<file path="config.mk">
export PLATFORM = sky130hd
export DESIGN_NAME = class_clock_scheduler
export DESIGN_NICKNAME = d
export VERILOG_FILES = /design/src/rtl/class_clock_scheduler.sv
export SDC_FILE = /design/constraint.sdc
export NUM_CORES = 1
export LEC_CHECK = 0
export CORE_ASPECT_RATIO = 0.6
export CORE_UTILIZATION = 50
export DETAILED_ROUTE_END_ITERATION = 8
export PLACE_DENSITY = 0.77
export SYNTH_ARGS = -nofsm -noshare
export SYNTH_HDL_FRONTEND = slang
export SYNTH_SLANG_ARGS = --single-unit
</file>
<file path="constraint.sdc">
create_clock -name Clk -period 2.2 [get_ports Clk]
set_input_delay 0.44 -clock Clk [delete_from_list [all_inputs] [get_ports Clk]]
set_output_delay 0.44 -clock Clk [all_outputs]
set_load 0.1 [all_outputs]
</file>
<file path="src/rtl/class_clock_scheduler.sv">
// Game clock, professor interruption and quiz deadline scheduler for the classroom game.
// Optional PROF_JITTER_EN: an LFSR randomises every professor countdown reload.
module class_clock_scheduler #(
  parameter int unsigned TICKS_PER_MIN = 100_000_000,
  parameter int unsigned PROF_PERIOD   = 16,
  parameter int unsigned QUIZ_WINDOW   = 10,
  parameter int unsigned MAX_TIME      = 120
) (
  input  logic       Clk,
  input  logic       Reset,
  input  logic       start,
  input  logic       clear,
  input  logic       pause,
  input  logic       prof_ack,
  input  logic       quiz_done,
  output logic [7:0] minutes,
  output logic       min_tick,
  output logic       prof_req,
  output logic       quiz_timeout,
  output logic       time_up,
  output logic       running
);

  localparam int unsigned       PRE_W     = (TICKS_PER_MIN > 1) ? $clog2(TICKS_PER_MIN) : 1;
  localparam logic [PRE_W-1:0]  PRE_LAST  = PRE_W'(TICKS_PER_MIN - 1);
  localparam logic [PRE_W-1:0]  PRE_ONE   = PRE_W'(1);
  localparam logic [8:0]        PROF_BASE = 9'(PROF_PERIOD);
  localparam logic [8:0]        QUIZ_ADD  = (QUIZ_WINDOW > 255) ? 9'd255 : 9'(QUIZ_WINDOW);

  typedef enum logic [2:0] {
    ST_STOPPED,
    ST_RUNNING,
    ST_PROF_PENDING,
    ST_QUIZ_ACTIVE,
    ST_EXPIRED
  } state_t;

  state_t           state_reg, state_next;
  logic [PRE_W-1:0] prescale_reg, prescale_next;
  logic [7:0]       minutes_reg, minutes_next;
  logic             min_tick_reg, min_tick_next;
  logic [8:0]       prof_cnt_reg, prof_cnt_next;
  logic [8:0]       prof_reload;
  logic [7:0]       deadline_reg, deadline_next;
  logic [8:0]       deadline_sum;
  logic             prof_req_reg, prof_req_next;
  logic             quiz_timeout_reg, quiz_timeout_next;
  logic             time_up_reg, time_up_next;
  logic             running_reg, running_next;

  logic at_max;
  logic deadline_hit;
  logic advance;
  logic wrap;
  logic reload_prof;
  logic take_ack;
  logic timeout_hit;

  assign at_max       = ({24'd0, minutes_reg} >= MAX_TIME);
  assign deadline_hit = (minutes_reg >= deadline_reg);
  assign deadline_sum = {1'b0, minutes_reg} + QUIZ_ADD;
  assign advance      = running_reg && !pause;
  assign wrap         = advance && (prescale_reg == PRE_LAST);

`ifdef PROF_JITTER_EN
  // Galois form of x^8+x^6+x^5+x^4+1; shifts right, feedback from bit 0.
  localparam logic [7:0] LFSR_TAPS = 8'hB8;
  logic [7:0] lfsr_reg;
  logic [7:0] lfsr_next;
  logic [9:0] jitter_sum;

  genvar gi;
  generate
    for (gi = 0; gi < 8; gi++) begin : g_lfsr
      if (gi == 7) begin : g_top
        assign lfsr_next[gi] = LFSR_TAPS[gi] & lfsr_reg[0];
      end else begin : g_mid
        assign lfsr_next[gi] = lfsr_reg[gi+1] ^ (LFSR_TAPS[gi] & lfsr_reg[0]);
      end
    end
  endgenerate

  always_ff @(posedge Clk or posedge Reset) begin
    if (Reset) begin
      lfsr_reg <= 8'hA5;
    end else begin
      lfsr_reg <= lfsr_next;
    end
  end

  assign jitter_sum  = {1'b0, PROF_BASE} + {7'd0, lfsr_reg[2:0]};
  assign prof_reload = (jitter_sum <= 10'd4) ? 9'd1 : 9'(jitter_sum - 10'd4);
`else
  assign prof_reload = (PROF_BASE == 9'd0) ? 9'd1 : PROF_BASE;
`endif

  always_ff @(posedge Clk or posedge Reset) begin
    if (Reset) begin
      state_reg <= ST_STOPPED;
    end else begin
      state_reg <= state_next;
    end
  end

  always_comb begin
    state_next  = state_reg;
    reload_prof = 1'b0;
    take_ack    = 1'b0;
    timeout_hit = 1'b0;
    if (clear) begin
      state_next = ST_STOPPED;
    end else begin
      case (state_reg)
        ST_STOPPED: begin
          if (start) begin
            state_next  = ST_RUNNING;
            reload_prof = 1'b1;
          end
        end
        ST_RUNNING: begin
          if (at_max) begin
            state_next = ST_EXPIRED;
          end else if (min_tick_reg && (prof_cnt_reg == 9'd1)) begin
            state_next = ST_PROF_PENDING;
          end
        end
        ST_PROF_PENDING: begin
          if (prof_ack) begin
            state_next = ST_QUIZ_ACTIVE;
            take_ack   = 1'b1;
          end else if (at_max) begin
            state_next = ST_EXPIRED;
          end
        end
        // End of class is deliberately not checked while a quiz is open.
        ST_QUIZ_ACTIVE: begin
          if (quiz_done) begin
            state_next  = ST_RUNNING;
            reload_prof = 1'b1;
          end else if (deadline_hit) begin
            state_next  = ST_RUNNING;
            reload_prof = 1'b1;
            timeout_hit = 1'b1;
          end
        end
        ST_EXPIRED: begin
          state_next = ST_EXPIRED;
        end
        default: begin
          state_next = ST_STOPPED;
        end
      endcase
    end
  end

  // Outputs are decoded from the next state so they register alongside it.
  always_comb begin
    prof_req_next     = (state_next == ST_PROF_PENDING);
    time_up_next      = (state_next == ST_EXPIRED);
    running_next      = (state_next == ST_RUNNING) ||
                        (state_next == ST_PROF_PENDING) ||
                        (state_next == ST_QUIZ_ACTIVE);
    quiz_timeout_next = timeout_hit;
  end

  always_comb begin
    prescale_next = prescale_reg;
    minutes_next  = minutes_reg;
    min_tick_next = 1'b0;
    prof_cnt_next = prof_cnt_reg;
    deadline_next = deadline_reg;
    if (clear) begin
      prescale_next = '0;
      minutes_next  = 8'd0;
      prof_cnt_next = 9'd0;
      deadline_next = 8'd0;
    end else begin
      if (wrap) begin
        prescale_next = '0;
        min_tick_next = 1'b1;
        if (minutes_reg != 8'hFF) begin
          minutes_next = minutes_reg + 8'd1;
        end
      end else if (advance) begin
        prescale_next = prescale_reg + PRE_ONE;
      end

      if (reload_prof) begin
        prof_cnt_next = prof_reload;
      end else if ((state_reg == ST_RUNNING) && min_tick_reg && (prof_cnt_reg != 9'd0)) begin
        prof_cnt_next = prof_cnt_reg - 9'd1;
      end

      if (take_ack) begin
        deadline_next = deadline_sum[8] ? 8'hFF : deadline_sum[7:0];
      end
    end
  end

  always_ff @(posedge Clk or posedge Reset) begin
    if (Reset) begin
      prescale_reg <= '0;
      minutes_reg  <= 8'd0;
      min_tick_reg <= 1'b0;
      prof_cnt_reg <= PROF_BASE;
      deadline_reg <= 8'd0;
    end else begin
      prescale_reg <= prescale_next;
      minutes_reg  <= minutes_next;
      min_tick_reg <= min_tick_next;
      prof_cnt_reg <= prof_cnt_next;
      deadline_reg <= deadline_next;
    end
  end

  always_ff @(posedge Clk or posedge Reset) begin
    if (Reset) begin
      prof_req_reg     <= 1'b0;
      quiz_timeout_reg <= 1'b0;
      time_up_reg      <= 1'b0;
      running_reg      <= 1'b0;
    end else begin
      prof_req_reg     <= prof_req_next;
      quiz_timeout_reg <= quiz_timeout_next;
      time_up_reg      <= time_up_next;
      running_reg      <= running_next;
    end
  end

  assign minutes      = minutes_reg;
  assign min_tick     = min_tick_reg;
  assign prof_req     = prof_req_reg;
  assign quiz_timeout = quiz_timeout_reg;
  assign time_up      = time_up_reg;
  assign running      = running_reg;

endmodule

</file>
; Word level (Yosys, flattened, before mapping)
; Index checks and enable logic that the tools add are counted.
[totals]
reg_bits = 60
input_bits = 7
output_inout_bits = 13
word_cells = 77
[classes]
add_sub_neg = 4
magnitude_cmp = 2
n_eq_ne = 11
mux = 34
reduce_logical = 16
[op_table]
columns = op, count
row1 = two-way mux 27 bit, 3
row2 = two-way mux 8 bit, 6
row3 = "adder 27 x 1 -> 27 bit, second input constant", 1
row4 = "equality test 27 bit, second input constant", 1
row5 = two-way mux 9 bit, 3
row6 = two-way mux 3 bit, 8
row7 = one-hot mux 3 bit (5 select lines), 1
row8 = "equality test 3 x 2 -> 1 bit, second input constant", 4
row9 = two-way mux 1 bit, 12
row10 = "adder 8 x 4 -> 9 bit, second input constant", 1
row11 = "equality test 9 x 1 -> 1 bit, second input constant", 1
row12 = nonzero test 9 bit, 1
row13 = "subtractor 9 x 1 -> 9 bit, second input constant", 1
row14 = "adder 8 x 1 -> 8 bit, second input constant", 1
row15 = "greater-or-equal comparator 8 x 7 -> 1 bit, second input constant", 1
row16 = greater-or-equal comparator 8 bit, 1
row17 = "!= test 8 bit, second input constant", 1
row18 = "equality test 3 x 1 -> 1 bit, second input constant", 2
row19 = "equality test 3 bit, second input constant", 2
row20 = nonzero test 2 bit, 3
row21 = nonzero test 3 bit, 2
row22 = logical AND 1 bit, 5
row23 = logical NOT 3 bit, 1
row24 = logical OR 1 bit, 2
row25 = other kinds (3), 3

; Logic depth before layout (Yosys ltp)
; Gate-level depths: netlist of the first run.
[depth]
word_depth = 9
depth_mapped = 7
ltp_nobuf = 7

; Least setup slack after synthesis of the first run
; OpenSTA, ideal clock, no wires.
[synth_path]
path_kind = reg-to-reg
startpoint = register minutes_reg[2] (netlist: minutes[2])
endpoint = register prof_cnt_reg[1]
setup_time_ns = 0.095
t_arrival_ns = 2.451
required_time_ns = 2.105
path_slack_ns = -0.346
stages_incl_launch_ff = 7
path_buffers = 0
synth_period_minus_slack_ns = 2.546
path_cell_list = dfrtp_1 ha_1 a211oi_1 o21ai_0 a211oi_1 o211ai_1 a211oi_1
[synth_via]
elab_chain_cells = 7
word_cells_on_any_way = 8
classes_between = order compare: 1 / mux: 6 / reduce/logical: 1
[synth_lines]
columns = item, line_no
row1 = from (decl), 40  ; logic [7:0] minutes_reg, minutes_next;
row2 = from (signal assigned), 209  ; minutes_reg <= minutes_next;
row3 = greater-or-equal comparator 8 bit (*), 60  ; assign deadline_hit = (minutes_reg >= deadline_reg);
row4 = two-way mux 1 bit (*), 140  ; end else if (deadline_hit) begin
row5 = two-way mux 1 bit (*), 137  ; if (quiz_done) begin
row6 = one-hot mux 1 bit (2 select lines) (*), 113  ; case (state_reg)
row7 = two-way mux 1 bit (*), 110  ; if (clear) begin
row8 = two-way mux 9 bit, 188  ; if (reload_prof) begin
row9 = two-way mux 9 bit, 172  ; if (clear) begin
row10 = to (signal assigned), 211  ; prof_cnt_reg <= prof_cnt_next;
row11 = to (decl), 42  ; logic [8:0] prof_cnt_reg, prof_cnt_next;
; Mark *: on every way between the ends. The rest lies on a longest branch, timed or not.
; A chain may end at the register's enable or synchronous reset.

; Worst setup path after layout of the first run
[layout_path]
startpoint = register prescale_reg[12]
endpoint = register minutes_reg[6] (netlist: minutes[6])
[layout_via]
elab_chain_cells = 4
[layout_lines]
columns = item, line_no
row1 = from (decl), 39  ; logic [PRE_W-1:0] prescale_reg, prescale_next;
row2 = from (signal assigned), 208  ; prescale_reg <= prescale_next;
row3 = equality test 27 bit, 63  ; assign wrap = advance && (prescale_reg == PRE_LAST);
row4 = logical AND 1 bit, 63
row5 = nonzero test 2 bit (no line), -
row6 = AND reduction 2 bit (no line), -
; No other way between the ends.

==> results of run 1 <==
cells in the mapped netlist, types with 3 or more instances:
| cell | number | area [um2] |
|---|---|---|
| a211oi_1 | 4 | 30.0 |
| nand4_1 | 17 | 106 |
| nand3_1 | 12 | 60.1 |
| a21oi_1 | 17 | 85.1 |
| ha_1 | 15 | 188 |
| nor4_1 | 8 | 50.1 |
| o21a_1 | 6 | 45.0 |
| nor3_1 | 15 | 75.1 |
| or4_1 | 6 | 45.0 |
| nor2b_1 | 4 | 25.0 |
| nor2_1 | 53 | 199 |
| a221oi_1 | 4 | 35.0 |
| clkbuf_1 | 12 | 45.0 |
| a31oi_1 | 3 | 18.8 |
| nand4bb_1 | 3 | 33.8 |
| and2_1 | 3 | 18.8 |
| inv_1 | 19 | 71.3 |
| o21ai_0 | 14 | 70.1 |
| and4_1 | 4 | 35.0 |
| xor2_1 | 12 | 105 |
| xnor2_1 | 22 | 193 |
| nand3b_1 | 4 | 30.0 |
| o211ai_1 | 3 | 22.5 |
| nand2_1 | 28 | 105 |
| dfrtp_1 | 59 | 1480 |
final cells by class:
type / instances / area share (%)
Inverter: 19 / 1.64
Multi-Input combinational cell: 291 / 43.7
Clock buffer: 10 / 5.49
Tap cell: 87 / 2.50
Sequential cell: 60 / 34.8
Clock inverter: 6 / 2.01
Timing Repair Buffer: 50 / 9.83
worst min path at each step:
stage                                            from                           to  slack, ns
after global placement    deadline_reg[7]$_DFFE_PP0P_  deadline_reg[7]$_DFFE_PP0P_       0.51
final                                           Reset  prof_cnt_reg[8]$_DFFE_PP0P_       0.44
after detailed placement  prof_cnt_reg[7]$_DFFE_PP0P_  prof_cnt_reg[7]$_DFFE_PP0P_       0.53
after CTS                                       Reset  prof_cnt_reg[7]$_DFFE_PP0P_       0.45
after global routing                            Reset  prof_cnt_reg[7]$_DFFE_PP0P_       0.49
after floorplan           deadline_reg[4]$_DFFE_PP0P_  deadline_reg[4]$_DFFE_PP0P_       0.50
where the power goes:
group | total (uW) | internal [uW] | switching [uW]
clock | 1540 | 1020 | 525
sequential | 1120 | 1110 | 10.9
combinational | 125 | 45.4 | 79.6
total | 2790 | 2180 | 615
routing by layer:
| layer | wire [um] | up-vias | global-route usage [%] |
|---|---|---|---|
| li1 | - | 1474 | - |
| met1 | 4430 | 1515 | 39.8 |
| met2 | 3770 | 107 | 38.4 |
| met3 | 562 | 13 | 7.34 |
| met4 | 95 | 0 | 8.55 |
| met5 | 0 | - | 0 |
kinds of logic (layout without fill, tap and decap cells):
family | Yosys count | after routing | share of synthesized area [%]
AOI/OAI and AO/OA | 64 | 64 | 11.8
xor gates and xnor gates | 34 | 34 | 8.49
adders and majority gates | 15 | 15 | 5.35
buffers and inverters | 31 | 85 | 3.32
DFF | 60 | 60 | 42.8
muxes | 2 | 2 | 0.606
and+or+nand+nor | 176 | 176 | 27.5
placed cells by master (no fill, tap or decap), drive strengths merged, types with 2 or more instances in the layout:
master,instances
or3,2
nand2b,2
a21oi,17
nor2b,4
a221oi,4
a21o,2
a31oi,3
dfrtp,59
nand4bb,3
nor4,10
clkbuf,10
or2,2
inv,19
bufinv,2
nand2,29
nand3,12
o21a,6
and2,3
xor2,12
nand4,17
or4,6
nand3b,4
nor3b,2
o21ai,14
buf,44
clkdlybuf4s50,6
a211oi,4
or3b,2
xnor2,22
nor3,15
ha,15
o31ai,2
nor2,53
and4,5
o211ai,3
a41oi,2
clkinvlp,3
stage by stage:
stage,area [um2],total power [uW],util [%],std cells,hold WS (ns)
floorplan,3520,1210,-,382,0.497
global placement,4000,1260,59.3,505,0.515
finish,4350,2790,64.6,523,0.436
CTS,4340,2810,64.4,522,0.448
global route,4350,2870,64.6,523,0.486
detailed placement,4000,1270,59.3,505,0.529
what timing repair did:
action	CTS	global route
pin swaps	1	2
endpoints found under the setup margin	6	14
buffers inserted	1	1
resized for setup	2	5
hold buffers	0	0
endpoints found under the hold margin	0	0
==> impl_metrics.ini, run 1 <==
[outcome]
run_status = completed

[worst_setup_path]
rrSetupSlack_ns = 0.04
cpPeakStageDelay_ns = 0.56
r2r-end = minutes[6]$_DFFE_PP0P_
cp_top_family = simple AND/OR/NAND/NOR gates
critPathLaunchType = register
worst_ep_arrival_time_ns = 2.42
ff2ff_path_depth = 5
crit_start = prescale_reg[12]$_DFFE_PP0P_
endpoint = minutes[6]$_DFFE_PP0P_
crit_type = reg -> reg
worstPathRequired_ns = 2.46
cpMaxStageDelayCell = or4b_4
path_max_fanout = 4
critical_path_cell_count = 5
end_kind = register
crit_path_cell_trace = or4b_4 -> nor4_4 -> nand2_4 -> or4_1 -> a21oi_1
r2r_start = prescale_reg[12]$_DFFE_PP0P_
crit_buf_inv = 0

[synth]
synth-edff-count = 0
async_flop_share_pct = 100
seq_area_frac_synth_pct = 42.8
ys.flop_type = dfrtp_1
synth_area_per_cell_um2 = 9.18
syn_nets = 404
synth.distinct_cells = 51
synth_area_mm2 = 0.00351
synthCells = 382
ys_ff_latch = 60
yosysWarnings = 0

[routing]
first_iter_violations = 223
detail-route-antenna-nets = 0
avgRoutedWirePerCell_um = 16.9
dr.pass1.iters = 5
route.detailed.drc = 0
viasPerCell = 5.94
wl_um = 8850
num_vias = 3109

[min_path]
hp-class = in -> async

[placement]
port_buffers = 19
hpwlAfterDp_um = 6280
dp_slack_ns = -0.0800
gp_congestion = 0.912

[clock_network]
htreeDepth = 3
cts_tree = built
clkSinkCount = 60
cts-root-buf = clkbuf_16
clockBufferDepth = 2
numCtsBuffers = 9
path_clk_slew_ns = 0.06
clk_latency_ns = 0.34

[grt]
grtUsageTotal_pct = 27.1
grt_first_pass_wirelength_um = 14700
grt_max_degree = 28
grt_antenna_before_repair = 0
grt_overflow = 0
grt_pass1_vias = 2902

[floorplan]
start_util_pct = 52.1
rows = 23
die_h_um = 66.9
ios = 20
die_w_um = 110
coreArea_mm2 = 0.00673
die-area_mm2 = 0.00736

[sta]
finalSetupViolCount = 0
drv_slew = 0
max_freq_mhz = 464
finClkSkew_ns = 0.00765
hold_violations = 0
post-route-period-util_pct = 98.0
post-route-min-period_ns = 2.16
fin_tns_setup_ns = 0
worstMarginPinSlew_ns = 0.729
rsz0062_at_grt = false
finalWorstSetupSlack_ns = 0.0431
max_slew_margin_pct = 51.2

[power_and_ir_drop]
vdd_drop_max_mv = 0.511
power_per_cell_area_mw_per_mm2 = 642
power.leakage_uw = 0.00179

[finish]
nNetsFinal = 453
ff_latch_area_mm2 = 0.00152
diodes = 0
synthToLayoutAreaGrowth_pct = 24.1
fillers = 565
largest_reg_flops = 27
multi_input_area_mm2 = 0.00190
drive_above_1_share_pct = 19.5

[job]
drv_cap = 0
(Power assumes the default switching activity.)
==> run 2, diff against run 1 <==
--- a/config.mk
+++ b/config.mk
@@ -9,6 +9,7 @@
 export CORE_UTILIZATION = 50
 export DETAILED_ROUTE_END_ITERATION = 8
 export PLACE_DENSITY = 0.77
+export RECOVER_POWER = 50
 export SYNTH_ARGS = -nofsm -noshare
 export SYNTH_HDL_FRONTEND = slang
 export SYNTH_SLANG_ARGS = --single-unit
==> impl_metrics.ini, run 2 (synthesis gave the netlist of run 1 again) <==
[outcome]
run_status = completed

[sta]
rsz0062_at_grt = false
hold_violations = 0
finalSetupViolCount = 0
drv_slew = 0
fin_tns_setup_ns = 0
max_slew_margin_pct = 49.3
worstMarginPinSlew_ns = 0.759
max_freq_mhz = 464
finClkSkew_ns = 0.00651
post-route-period-util_pct = 98.0
post-route-min-period_ns = 2.15

[power_and_ir_drop]
p_sw_uw = 615
sequentialPowerShare_pct = 40.3
p_int_uw = 2170
power_per_cell_area_mw_per_mm2 = 646
power.leakage_uw = 0.00178
vdd_drop_max_mv = 0.517
power_frac_comb_pct = 4.2
switching_share_pct = 22.1
pwr-share-clk_pct = 55.4

[min_path]
min_from = deadline_reg[7]$_DFFE_PP0P_
hp-class = reg -> reg

[worst_setup_path]
cpPeakStageDelay_ns = 0.56
cpMaxStageDelayCell = or4b_4
crit_path_cell_trace = or4b_4 -> nor4_4 -> nand2_4 -> or4_1 -> a21oi_1
path_max_fanout = 4
end_kind = register
critPathLaunchType = register
crit_buf_inv = 0
cp_top_family = simple AND/OR/NAND/NOR gates
r2r_start = prescale_reg[12]$_DFFE_PP0P_
crit_type = reg -> reg
worst_ep_arrival_time_ns = 2.42
crit_start = prescale_reg[12]$_DFFE_PP0P_
worstPathRequired_ns = 2.46

[floorplan]
start_util_pct = 52.1
ios = 20
die_w_um = 110
coreArea_mm2 = 0.00673
die_h_um = 66.9
rows = 23
die-area_mm2 = 0.00736

[finish]
synthToLayoutAreaGrowth_pct = 22.9
final_common_cell = nor2_1
stdcell_area_mm2 = 0.00431
fin_cells = 523
largest_reg_flops = 27
ff_latch_area_mm2 = 0.00151
fillers = 573
multi_input_area_mm2 = 0.00190
drive_above_1_share_pct = 19.0
diodes = 0
final_cell_mix = 53 x nor2_1, 50 x dfrtp_1, 37 x buf_4
nNetsFinal = 453

[clock_network]
numCtsBuffers = 9
cts-root-buf = clkbuf_16
ctsHoldBuffers = 0
cts_tree = built
clk_latency_ns = 0.34
htreeDepth = 3
clockBufferDepth = 2
path_clk_slew_ns = 0.06
clkSinkCount = 60

[placement]
hpwlAfterDp_um = 6280
port_buffers = 19
dpl_cell_area_mm2 = 0.00400
gp_congestion = 0.912
dp.cells = 505

[job]
drv_cap = 0

[routing]
detail-route-antenna-nets = 0
dr.pass1.iters = 5
wl_um = 8840
viasPerCell = 5.91
avgRoutedWirePerCell_um = 16.9
num_vias = 3091
route.detailed.drc = 0
first_iter_violations = 271

[grt]
grt_overflow = 0
grt_max_degree = 28
grt_antenna_before_repair = 0
grt_first_pass_wirelength_um = 14700
grt_pass1_vias = 2902
grtUsageTotal_pct = 27.1
==> run 2: cell types whose count changed in the layout (fill, tap and decap cells not counted) <==
cell | before | now
dfrtp_2 | 10 | 9
dlygate4sd3_1 | 0 | 1
clkbuf_2 | 0 | 6
buf_12 | 3 | 1
inv_1 | 18 | 19
buf_4 | 41 | 37
inv_2 | 1 | 0
clkdlybuf4s50_1 | 6 | 5
dfrtp_1 | 49 | 50
==> run 2: path summary, 6_finish.rpt <==
kind	to	slack, ns	cells after the start
min in group asynchronous	prof_cnt_reg[3]$_DFFE_PP0P_	0.67	2
max	minutes[6]$_DFFE_PP0P_	0.05	5
min	deadline_reg[7]$_DFFE_PP0P_	0.54	2
max in group asynchronous	minutes[0]$_DFFE_PP0P_	0.47	3
max reg2reg	minutes[6]$_DFFE_PP0P_	0.05	5
min reg2reg	deadline_reg[7]$_DFFE_PP0P_	0.54	2
==> run 2: final cells by class <==
type                    instances  share of cell area [%]
clock buffers                  10                    5.54
flip-flops and latches         60                    35.1
repair buffers                 50                    9.00
well taps                      87                    2.53
multi-input cells             291                    44.1
inverters                      19                    1.65
clock inverters                 6                    2.03
==> run 2: worst reg2reg max path, delay by kind of cell, from the launching register on <==
kind               cells  cell delay (ns)
and+or+nand+nor        4             1.52
DFF                    1             0.39
AOI/OAI and AO/OA      1             0.16
==> run 2: routing by layer <==
layer	wire length (um)	GRT usage (%)	vias to the layer above	share of wire, %
met1	4410	39.8	1509	50
li1	-	-	1475	-
met5	0	0	-	0
met4	96	8.55	0	1.1
met2	3800	38.4	95	43
met3	541	7.34	12	6.1
==> run 2: power by group through the flow <==
| stage | clock [uW] | sequential [uW] | combinational (uW) |
|---|---|---|---|
| 5_1_grt | 1610 | 1120 | 130 |
| 4_1_cts | 1560 | 1120 | 126 |
| 3_3_place_gp | 0 | 1140 | 120 |
| 2_1_floorplan | 0 | 1150 | 58.0 |
| 3_5_place_dp | 0 | 1140 | 123 |
| 6_report | 1540 | 1120 | 118 |
==> run 2: what timing repair did <==
item / CTS / global route
buffers inserted: 1 / 1
gates resized for setup: 2 / 5
setup endpoints to repair: 6 / 14
cloned: 0 / 0
pin swaps: 1 / 2
==> run 2: per-stage QoR <==
stage	setup slack (ns)	utilization (%)	power [uW]	hold slack [ns]
2_1_floorplan	-0.0113	-	1210	0.497
3_3_place_gp	-0.0291	59.3	1260	0.515
3_5_place_dp	-0.0800	59.3	1270	0.529
4_1_cts	0.00781	64.4	2810	0.448
5_1_grt	0.000614	64.0	2860	0.557
6_report	0.0451	64.0	2780	0.540
==> run 3, diff against run 2 <==
--- a/config.mk
+++ b/config.mk
@@ -6,10 +6,13 @@
 export NUM_CORES = 1
 export LEC_CHECK = 0
 export CORE_ASPECT_RATIO = 0.6
+export CORE_MARGIN = 2
 export CORE_UTILIZATION = 50
 export DETAILED_ROUTE_END_ITERATION = 8
+export MAX_ROUTING_LAYER = met4
 export PLACE_DENSITY = 0.77
 export RECOVER_POWER = 50
+export SETUP_SLACK_MARGIN = 0.15
 export SYNTH_ARGS = -nofsm -noshare
 export SYNTH_HDL_FRONTEND = slang
 export SYNTH_SLANG_ARGS = --single-unit
==> impl_metrics.ini, run 3 (synthesis gave the netlist of run 1 again) <==
[outcome]
run_status = completed

[grt]
grt_first_pass_wirelength_um = 14400
grt_overflow = 0
grt_antenna_before_repair = 0
grtUsageTotal_pct = 25.6
grt_pass1_vias = 2854
grt_max_degree = 27

[worst_setup_path]
crit_type = reg -> reg
path_max_fanout = 5
cpMaxStageDelayCell = or4b_4
cp_top_family = simple AND/OR/NAND/NOR gates
r2r-end = minutes[6]$_DFFE_PP0P_
rrSetupSlack_ns = 0.17
crit_path_cell_trace = or4b_4 -> nor4_4 -> buf_4 -> nand2_4 -> or4_4 -> a21oi_2
critPathLaunchType = register
end_kind = register
ff2ff_path_depth = 6
crit_buf_inv = 1
worstPathRequired_ns = 2.46
r2r_start = prescale_reg[10]$_DFFE_PP0P_
worst_ep_arrival_time_ns = 2.29
cpPeakStageDelay_ns = 0.55

[sta]
max_freq_mhz = 494
finClkSkew_ns = 0.00726
fin_tns_setup_ns = 0
drv_slew = 0
post-route-period-util_pct = 92.1
rsz0062_at_grt = true
hold_violations = 0
worstMarginPinSlew_ns = 0.998
holdWs_ns = 0.532
post-route-min-period_ns = 2.03
finalSetupViolCount = 0
max_slew_margin_pct = 33.4

[finish]
fillers = 549
nNetsFinal = 458
synthToLayoutAreaGrowth_pct = 27.5
largest_reg_flops = 27
final_cell_mix = 53 x nor2_1, 49 x dfrtp_1, 40 x buf_4
drive_above_1_share_pct = 23.4
diodes = 0
final_common_cell = nor2_1

[power_and_ir_drop]
p_int_uw = 2270
power_per_cell_area_mw_per_mm2 = 645
pwr-share-clk_pct = 56.8
sequentialPowerShare_pct = 38.9
power_frac_comb_pct = 4.3
switching_share_pct = 21.4
p_sw_uw = 617
vdd_drop_max_mv = 0.686
power.leakage_uw = 0.00183

[routing]
num_vias = 3066
dr.pass1.iters = 4
avgRoutedWirePerCell_um = 16.7
wl_um = 8800
first_iter_violations = 264
detail-route-antenna-nets = 0
route.detailed.drc = 0
viasPerCell = 5.81

[min_path]
hp-class = reg -> reg
min_from = deadline_reg[7]$_DFFE_PP0P_
min_to = deadline_reg[7]$_DFFE_PP0P_
min_path_cells = 2

[floorplan]
die_h_um = 68.9
die_w_um = 112
start_util_pct = 52.1
ios = 20
coreArea_mm2 = 0.00673
die-area_mm2 = 0.00772
rows = 23

[clock_network]
path_clk_slew_ns = 0.05
clockBufferDepth = 2
clkSinkCount = 60
cts_tree = built
cts-root-buf = clkbuf_16
ctsHoldBuffers = 0
clk_latency_ns = 0.34
htreeDepth = 3
numCtsBuffers = 9

[placement]
gp_congestion = 0.904
port_buffers = 19
hpwlAfterDp_um = 6380

[job]
drv_cap = 0
## run 3: cell type report
type / instances / area [um2] / share of cell area [%]
clock buffers: 9 / 225 / 5.03
well taps: 87 / 109 / 2.43
multi-input cells: 291 / 2010 / 45.0
inverters: 19 / 71.3 / 1.59
flip-flops and latches: 60 / 1520 / 33.9
repair buffers: 55 / 418 / 9.34
clock inverters: 7 / 124 / 2.77
## run 3: metrics by stage
stage / cells / area (um2) / util (%) / power [uW] / setup WS [ns]
after CTS: 527 / 4420 / 65.6 / 2920 / 0.175
after floorplan: 382 / 3590 / - / 1210 / 0.0990
final: 528 / 4470 / 66.4 / 2890 / 0.174
after global routing: 528 / 4470 / 66.4 / 2980 / 0.121
after detailed placement: 510 / 4060 / 60.3 / 1270 / 0.0289
after global placement: 510 / 4060 / 60.3 / 1260 / 0.0860
## run 3: power by group through the flow
stage / registers (uW) / clock network, uW / logic [uW]
finish: 1120 / 1640 / 125
global route: 1120 / 1720 / 138
CTS: 1120 / 1670 / 128
detailed placement: 1140 / 0 / 126
global placement: 1140 / 0 / 124
floorplan: 1150 / 0 / 58.8
## run 3: worst max path at each step
stage / startpoint / to / depth (start not counted)
finish: prescale_reg[10]$_DFFE_PP0P_ / minutes[6]$_DFFE_PP0P_ / 6
global route: prescale_reg[1]$_DFFE_PP0P_ / minutes[6]$_DFFE_PP0P_ / 6
CTS: prescale_reg[1]$_DFFE_PP0P_ / minutes[6]$_DFFE_PP0P_ / 6
detailed placement: pause / prescale_reg[26]$_DFFE_PP0P_ / 6
global placement: pause / prescale_reg[0]$_DFFE_PP0P_ / 6
floorplan: minutes[2]$_DFFE_PP0P_ / prof_cnt_reg[1]$_DFFE_PP0P_ / 6
## run 3: worst reg2reg max path: stages (launching register included)
cell	delay (ns)
dfrtp_1	0.38
or4b_4	0.55
nor4_4	0.22
buf_4	0.19
nand2_4	0.06
or4_4	0.43
a21oi_2	0.12
## run 3: layer usage
| metal | global-route usage, % | share of wire (%) |
|---|---|---|
| met4 | 8.54 | 0.95 |
| met3 | 7.52 | 7.6 |
| met1 | 36.8 | 49 |
| met2 | 34.4 | 42 |
| met5 | - | 0 |
## run 3: repair_timing
action                                  CTS  global route
setup buffers                             1             1
endpoints found under the setup margin    4            14
gates resized for setup                   1            14
pin swaps                                 1             5
